===== config.mk =====
export PLATFORM = sky130hd
export DESIGN_NAME = buzzer_sequencer_flat
export DESIGN_NICKNAME = d
export VERILOG_FILES = /design/src/rtl/buzzer_sequencer_if.sv /design/src/rtl/buzzer_sequencer.sv /design/src/flat_wrapper.sv
export SDC_FILE = /design/constraint.sdc
export NUM_CORES = 1
export LEC_CHECK = 0
export ABC_AREA = 1
export ABC_CLOCK_PERIOD_IN_PS = 4700
export CORE_UTILIZATION = 30
export CTS_CLUSTER_SIZE = 30
export DETAILED_ROUTE_END_ITERATION = 7
export GPL_ROUTABILITY_DRIVEN = 0
export GPL_TIMING_DRIVEN = 0
export PLACE_DENSITY = 0.48
export REMOVE_ABC_BUFFERS = 1
export SKIP_LAST_GASP = 1
export SLEW_MARGIN = 20
export SYNTH_ARGS = -nofsm -noshare
export SYNTH_HDL_FRONTEND = slang
export SYNTH_SLANG_ARGS = --single-unit

===== constraint.sdc =====
create_clock -name clk -period 4.7 [get_ports clk]
set_input_delay 0.94 -clock clk [delete_from_list [all_inputs] [get_ports clk]]
set_output_delay 0.94 -clock clk [all_outputs]
set_load 0.1 [all_outputs]

===== src/rtl/buzzer_sequencer_if.sv =====
// ROM read port between the buzzer sequencer (master) and the music ROM (slave).
interface buzzer_sequencer_if #(
  parameter int ADDR_WIDTH = 16,
  parameter int DATA_WIDTH = 12
);
  logic                  rom_en_o;
  logic [ADDR_WIDTH-1:0] rom_addr_o;
  logic [DATA_WIDTH-1:0] rom_data_i;

  modport master (output rom_en_o, output rom_addr_o, input rom_data_i);
  modport slave  (input rom_en_o, input rom_addr_o, output rom_data_i);
endinterface


===== src/rtl/buzzer_sequencer.sv =====
// Walks the music ROM word by word and drives the buzzer with a square wave
// of the encoded half-period for the encoded duration.
module buzzer_sequencer #(
  parameter int ADDR_WIDTH    = 16,
  parameter int DATA_WIDTH    = 12,
  parameter int TONE_PRESCALE = 250,
  parameter int BEAT_LEN      = 5000000,
  parameter int LOOP          = 1
) (
  input  logic               clk,
  input  logic               rst,
  input  logic               play_i,
  input  logic               restart_i,
  buzzer_sequencer_if.master rom,
  output logic               buzzer_o,
  output logic               busy_o,
  output logic               done_o
);
  typedef enum logic [2:0] {S_IDLE, S_FETCH, S_LATCH, S_PLAY, S_DONE} state_t;

  localparam int PW = (TONE_PRESCALE > 1) ? $clog2(TONE_PRESCALE) : 1;
  localparam int BW = $clog2(15 * BEAT_LEN + 1);

  state_t                r_state;
  logic [ADDR_WIDTH-1:0] r_addr;
  logic                  r_en, r_buzz, r_busy, r_done, r_tone;
  logic [7:0]            r_per, r_step;
  logic [PW-1:0]         r_pre;
  logic [BW-1:0]         r_beat, r_lim;

  logic [3:0] w_dur;
  logic [7:0] w_per;
  logic       w_pre_wrap, w_step_wrap, w_note_end;

  assign w_dur       = rom.rom_data_i[11:8];
  assign w_per       = rom.rom_data_i[7:0];
  assign w_pre_wrap  = (r_pre == PW'(TONE_PRESCALE - 1));
  assign w_step_wrap = (r_step == r_per - 8'd1);
  assign w_note_end  = (r_beat == r_lim - BW'(1));

  assign rom.rom_en_o   = r_en;
  assign rom.rom_addr_o = r_addr;
  assign buzzer_o       = r_buzz;
  assign busy_o         = r_busy;
  assign done_o         = r_done;

  always_ff @(posedge clk) begin
    if (rst || restart_i) begin
      r_state <= S_IDLE;
      r_addr  <= '0;
      r_en    <= 1'b0;
      r_buzz  <= 1'b0;
      r_busy  <= 1'b0;
      r_done  <= 1'b0;
      r_tone  <= 1'b0;
      r_per   <= '0;
      r_step  <= '0;
      r_pre   <= '0;
      r_beat  <= '0;
      r_lim   <= '0;
    end else begin
      r_en   <= 1'b0;
      r_done <= 1'b0;
      r_buzz <= 1'b0;
      case (r_state)
        S_IDLE: begin
          if (play_i) begin
            r_state <= S_FETCH;
            r_en    <= 1'b1;
            r_busy  <= 1'b1;
          end
        end
        S_FETCH: r_state <= S_LATCH;
        S_LATCH: begin
          if (w_dur == 4'd0) begin
            r_done <= 1'b1;
            if (LOOP != 0) begin
              r_addr  <= '0;
              r_state <= S_FETCH;
              r_en    <= 1'b1;
            end else begin
              r_state <= S_DONE;
              r_busy  <= 1'b0;
            end
          end else begin
            r_per   <= w_per;
            r_lim   <= BW'(w_dur) * BW'(BEAT_LEN);
            r_pre   <= '0;
            r_step  <= '0;
            r_beat  <= '0;
            r_tone  <= 1'b0;
            r_state <= S_PLAY;
          end
        end
        S_PLAY: begin
          // Everything freezes while paused; buzzer is forced low.
          if (play_i) begin
            r_beat <= r_beat + BW'(1);
            if (w_pre_wrap) begin
              r_pre <= '0;
              if (w_step_wrap) begin
                r_step <= '0;
                r_tone <= ~r_tone;
              end else begin
                r_step <= r_step + 8'd1;
              end
            end else begin
              r_pre <= r_pre + PW'(1);
            end
            // Leaving PLAY keeps the buzzer low through FETCH/LATCH.
            if (w_note_end) begin
              r_addr  <= r_addr + ADDR_WIDTH'(1);
              r_state <= S_FETCH;
              r_en    <= 1'b1;
            end else begin
              r_buzz <= r_tone && (r_per != 8'd0);
            end
          end
        end
        S_DONE:  r_state <= S_DONE;
        default: r_state <= S_IDLE;
      endcase
    end
  end
endmodule


===== src/flat_wrapper.sv =====
// flat-port wrapper written by rule: the top's interface ports become plain ports
module buzzer_sequencer_flat 
#(
  parameter int ADDR_WIDTH    = 16,
  parameter int DATA_WIDTH    = 12,
  parameter int TONE_PRESCALE = 250,
  parameter int BEAT_LEN      = 5000000,
  parameter int LOOP          = 1
)
  (clk, rst, play_i, restart_i, buzzer_o, busy_o, done_o, rom_rom_en_o, rom_rom_addr_o, rom_rom_data_i);
  buzzer_sequencer_if #(.ADDR_WIDTH(ADDR_WIDTH), .DATA_WIDTH(DATA_WIDTH)) rom_i ();
  input  logic clk;
  input  logic rst;
  input  logic play_i;
  input  logic restart_i;
  output logic buzzer_o;
  output logic busy_o;
  output logic done_o;
  output wire logic [$bits(rom_i.rom_en_o)-1:0] rom_rom_en_o;
  output wire logic [$bits(rom_i.rom_addr_o)-1:0] rom_rom_addr_o;
  input wire logic [$bits(rom_i.rom_data_i)-1:0] rom_rom_data_i;
  assign rom_rom_en_o = rom_i.rom_en_o;
  assign rom_rom_addr_o = rom_i.rom_addr_o;
  assign rom_i.rom_data_i = rom_rom_data_i;
  buzzer_sequencer #(.ADDR_WIDTH(ADDR_WIDTH), .DATA_WIDTH(DATA_WIDTH), .TONE_PRESCALE(TONE_PRESCALE), .BEAT_LEN(BEAT_LEN), .LOOP(LOOP)) u_core (.clk(clk), .rst(rst), .play_i(play_i), .restart_i(restart_i), .rom(rom_i), .buzzer_o(buzzer_o), .busy_o(busy_o), .done_o(done_o));
endmodule

Word level (Yosys, flattened, before mapping)

Index checks and enable logic that the tools add are counted.

Multipliers: 1
Equal/unequal tests: 14
$add $sub $neg: 6
Muxes and demuxes: 30
Bitwise gates (word level): 5
Reductions and logical operators: 15

Operators with widths:

| operator              | number |
|---|---|
| $mux 27               | 2 |
| $pmux 27 s2           | 1 |
| $mux 16               | 3 |
| $mux 8                | 6 |
| $pmux 16 s2           | 1 |
| $pmux 8 s2            | 2 |
| $add 27x1->27 const B | 1 |
| $eq 27x27->1          | 1 |
| $sub 27x1->27 const B | 1 |
| $mul 4x17->21 const B | 1 |
| $add 16x1->16 const B | 1 |
| $add 8x1->8 const B   | 2 |
| $pmux 3 s5            | 1 |
| $mux 3                | 3 |
| $eq 8x8->1            | 1 |
| $eq 8x8->1 const B    | 1 |
| $mux 1                | 8 |
| $ne 2x1->1 const B    | 4 |
| $reduce_and 4->1      | 2 |
| $reduce_bool 8->1     | 1 |
| $sub 8x1->8 const B   | 1 |
| $eq 3x2->1 const B    | 2 |
| $ne 2x2->1 const B    | 3 |
| $reduce_and 3->1      | 2 |
| 15 further kinds      | 20 |

Flip-flop bits (word level): 96
Output and inout bits: 20
Input bits: 16

Depth between registers and ports, before layout

Depth after elaboration: 6
Mapped depth: 21
Depth with buffers taken out: 21

Least setup slack after synthesis

Ideal clock, no wire load.

Path type: input port to flip-flop
From: input rom_rom_data_i[10]
To: register u_core.r_lim[21]
Path buffers: 0
Slack: 1.171 ns
Data arrival time: 3.413 ns
Cell stages on the path: 18
Data required time: 4.585 ns
Cell sequence: inv_1 -> ha_1 -> inv_1 -> fa_1 -> inv_1 -> ha_1 -> nand3_1 -> nand3_1 -> inv_1 -> nor2_1 -> o21a_1 -> o21ai_0 -> inv_1 -> nand2_1 -> nand2_1 -> xor2_1 -> o21ai_0 -> inv_1

Longest elaborated chain between the ends: 3

Ends and longest elaborated chain:

| what                                                  | RTL line               | source |
|---|---|---|
| start, declared                                       | flat_wrapper.sv:21     | `input wire logic [$bits(rom_i.rom_data_i)-1:0] rom_rom_data_i;` |
| branches (longest 3 deep; another with $mul 4x17->21) | --                     |  |
| end signal, assigned                                  | buzzer_sequencer.sv:87 | `r_lim <= BW'(w_dur) * BW'(BEAT_LEN);` |
| end, declared                                         | buzzer_sequencer.sv:29 | `logic [BW-1:0] r_beat, r_lim;` |

Several ways; the timed one is not identified.
A chain may end at the register's enable or synchronous reset.

Worst setup path in the final report

From: input rom_rom_data_i[11]
To: register u_core.r_lim[23]

The elaborated chain is that of the path after synthesis.

==> out/qor.txt <==
primary flip-flop cell chosen by synthesis mapping: dfxtp_1
slowest cell on the critical path: clkdlybuf4s50_1
clk sinks: 96
Layout Nets: 1009
Final period util: 91.94%
asr flop ratio synth: 0%
GR Util All Layers: 16.53%
Max stage delay on crit path: 0.66 ns
P per Cell Area: 250.0 nW/µm²
clk_skew: 0.01211 ns
critical path class: input pin to flop
Num CTS Buffers: 9
Syn. warnings: 0
total iterations of the first detailed-routing run: 4
Yosys reg bits: 96
routed vias: 5744
cell accounting for the most synthesized area: dfxtp_1
Slew HR: 35.11%
CP endpoint kind: flop
final setup margin: 0.3787 ns
worst slew pin tran: 0.9703 ns
post-layout min period: 4.321 ns
syn_area_per_cell: 6.761 µm²
worst-path fanout max: 7
maximum clock frequency: 231.4 MHz
Slew Limit Fails: 0
Initial Util: 30.74%
port buffer count: 35
max-cap check violation count: 0
clk_lat worst skew: 0.35 ns
startpoint types: input pin
Final Setup Violations: 0
DRC viols: 0
leakage: 2.943 nW
cells after synthesis: 926
Avg WL per Cell: 13.82 µm
cell row count: 52
clk buf depth: 2
worst-path cell chain: clkdlybuf4s50_1, inv_1, ha_1, inv_1, fa_1, inv_1, ha_1, nand3_1, nand3_1, inv_1, nor2_1, o21a_1, o21ai_0, inv_1, nand2_1, nand2_1, nand2_1, nand2_1, nand2_1, nand3_1, nand2_1, inv_1
Critical Path AT: 4.57 ns
outcome: finished clean
core area: 20360 µm²
GRT overflow: 0
RSZ-0062 raised after global routing: no
Clock Pin Slew Worst Setup and Hold Paths: 0.08 ns
area delta synth->final: 15.19%
CP bufs+invs: 7
Die Y: 146.5 µm
register area share after synthesis: 30.70%
Die ar.: 21450 µm²
final WL: 17020 µm
Root Buffer: clkbuf_16
first-pass GRT wire length: 28250 µm
Syn Std Cell Area: 6261 µm²
vias in the first global route: 5422
Hold/Removal Path Class: flop to flop
CP top delay family: adder cells
Final Hold Vio Count: 0
synth top area cells: dfxtp_1 31%, nand2_1 13%, inv_1 7.0%, ha_1 6.8%, nor2_1 6.6%
post-synth cell types: 49
layout cells sized above 1: 5.301%
Die W: 146.5 µm
Core Util, Final: 35.41%
H-tree lvl count: 3
Peak VDD IR: 0.0001651 V
initial antenna violation count: 0
Final ANT Viol Nets: 0
CTS tree: done
largest net degree at the start of global routing: 37
share of the synthesized area in the top cell type: 30.70%
DR vias/cell: 4.662
hpwl dp: 12690 µm
n_diodes: 0
worst endpoint required time: 4.95 ns
# IOs: 36
DR iter-0 viols: 296
Post-synth EDFFs: 0
pre-CTS setup slack: -0.2599 ns
metal layers:
| layer | wire length, µm | up-vias | GRT usage (%) |
|---|---|---|---|
| li1 | - | 3097 | - |
| met1 | 8919 | 2571 | 22.74 |
| met2 | 7524 | 67 | 27.00 |
| met3 | 407 | 9 | 2.594 |
| met4 | 170 | 0 | 3.750 |
| met5 | 0 | - | 0 |
where the power goes:
group          total (W)  internal (W)  switching [W]
combinational   0.000208     0.0000736       0.000135
sequential      0.000820      0.000816     0.00000358
clock           0.000775      0.000433       0.000342
through the flow:
step	instances	TNS [ns]	power, W	hold WS (ns)	instance area (µm²)
CTS	1232	0	0.001830	0.4651	7207
global placement	1216	-99.68	0.001049	0.4394	6888
floorplan	911	0	0.0009811	0.4489	6200
finish	1232	0	0.001803	0.4623	7212
global route	1232	0	0.001890	0.5075	7212
detailed placement	1216	-0.8809	0.001048	0.4535	6899
Yosys cell counts, types with 3 or more instances:
| cell | number |
|---|---|
| nand2_1 | 214 |
| inv_1 | 117 |
| nor2_1 | 110 |
| dfxtp_1 | 96 |
| a21oi_1 | 59 |
| nand3_1 | 58 |
| o21ai_0 | 35 |
| ha_1 | 34 |
| nor3_1 | 29 |
| xor2_1 | 29 |
| nand4_1 | 16 |
| xnor2_1 | 14 |
| clkbuf_1 | 13 |
| nor4_1 | 11 |
| nand3b_1 | 8 |
| nand2_2 | 7 |
| o22ai_1 | 7 |
| nand2_4 | 6 |
| o21ai_1 | 6 |
| o21a_1 | 5 |
| inv_2 | 4 |
| nor3b_1 | 4 |
| o211a_1 | 3 |
| o31ai_1 | 3 |
| or2_2 | 3 |
final timing paths:
kind / startpoint / end / slack [ns] / cells after the start
worst min-delay path: u_core.busy_o / u_core.busy_o / 0.46 / 2
worst max register to register: u_core.r_state[2] / u_core.r_beat[26] / 1.88 / 9
worst max-delay path: rom_rom_data_i[11] / u_core.r_lim[23] / 0.38 / 22
worst min register to register: u_core.busy_o / u_core.busy_o / 0.46 / 2
layout make-up:
type	instances	area, µm²
Clock buffer	11	242.7
Timing Repair Buffer	35	352.8
Clock inverter	5	65.06
Fill cell	2227	13150
Multi-Input combinational cell	692	3829
Tap cell	270	337.8
Inverter	123	462.9
Sequential cell	96	1922
tightest hold or removal path: cells and delay by family, from the launching register on:
kind	cells	cell delay (ns)
buffers and inverters	1	0.05
AOI/OAI and AO/OA	1	0.06
DFF	1	0.32
kinds of logic after synthesis:
logic type      share of synthesized area, %
xor+xnor                               6.375
buf+inv                                8.353
simple gates                           35.17
flops                                  30.70
fa+ha+maj                              7.434
compound gates                         11.97
state kept, by name (all words and copies together) (netlist names):
name / flops
u_core.busy_o: 1
u_core.buzzer_o: 1
u_core.done_o: 1
u_core.r_beat: 27
u_core.r_lim: 21
u_core.r_per: 8
u_core.r_pre: 8
u_core.r_state: 3
u_core.r_step: 8
u_core.r_tone: 1
u_core.rom.rom_addr_o: 16
u_core.rom.rom_en_o: 1
what timing repair did:
action                     CTS  global route
hold buffers                 0             0
buffers inserted             0             0
resized for setup            0             1
setup endpoints to repair    0             6
layout by cell type (no fill, tap or decap), types with 11 or more instances in the layout:
| master | instances |
|---|---|
| a21oi_1 | 59 |
| clkdlybuf4s50_1 | 34 |
| dfxtp_1 | 96 |
| ha_1 | 34 |
| inv_1 | 117 |
| nand2_1 | 214 |
| nand3_1 | 58 |
| nand4_1 | 16 |
| nor2_1 | 107 |
| nor3_1 | 29 |
| nor4_1 | 11 |
| o21ai_0 | 35 |
| xnor2_1 | 14 |
| xor2_1 | 29 |
No activity file was read; power rests on OpenSTA's default activity.
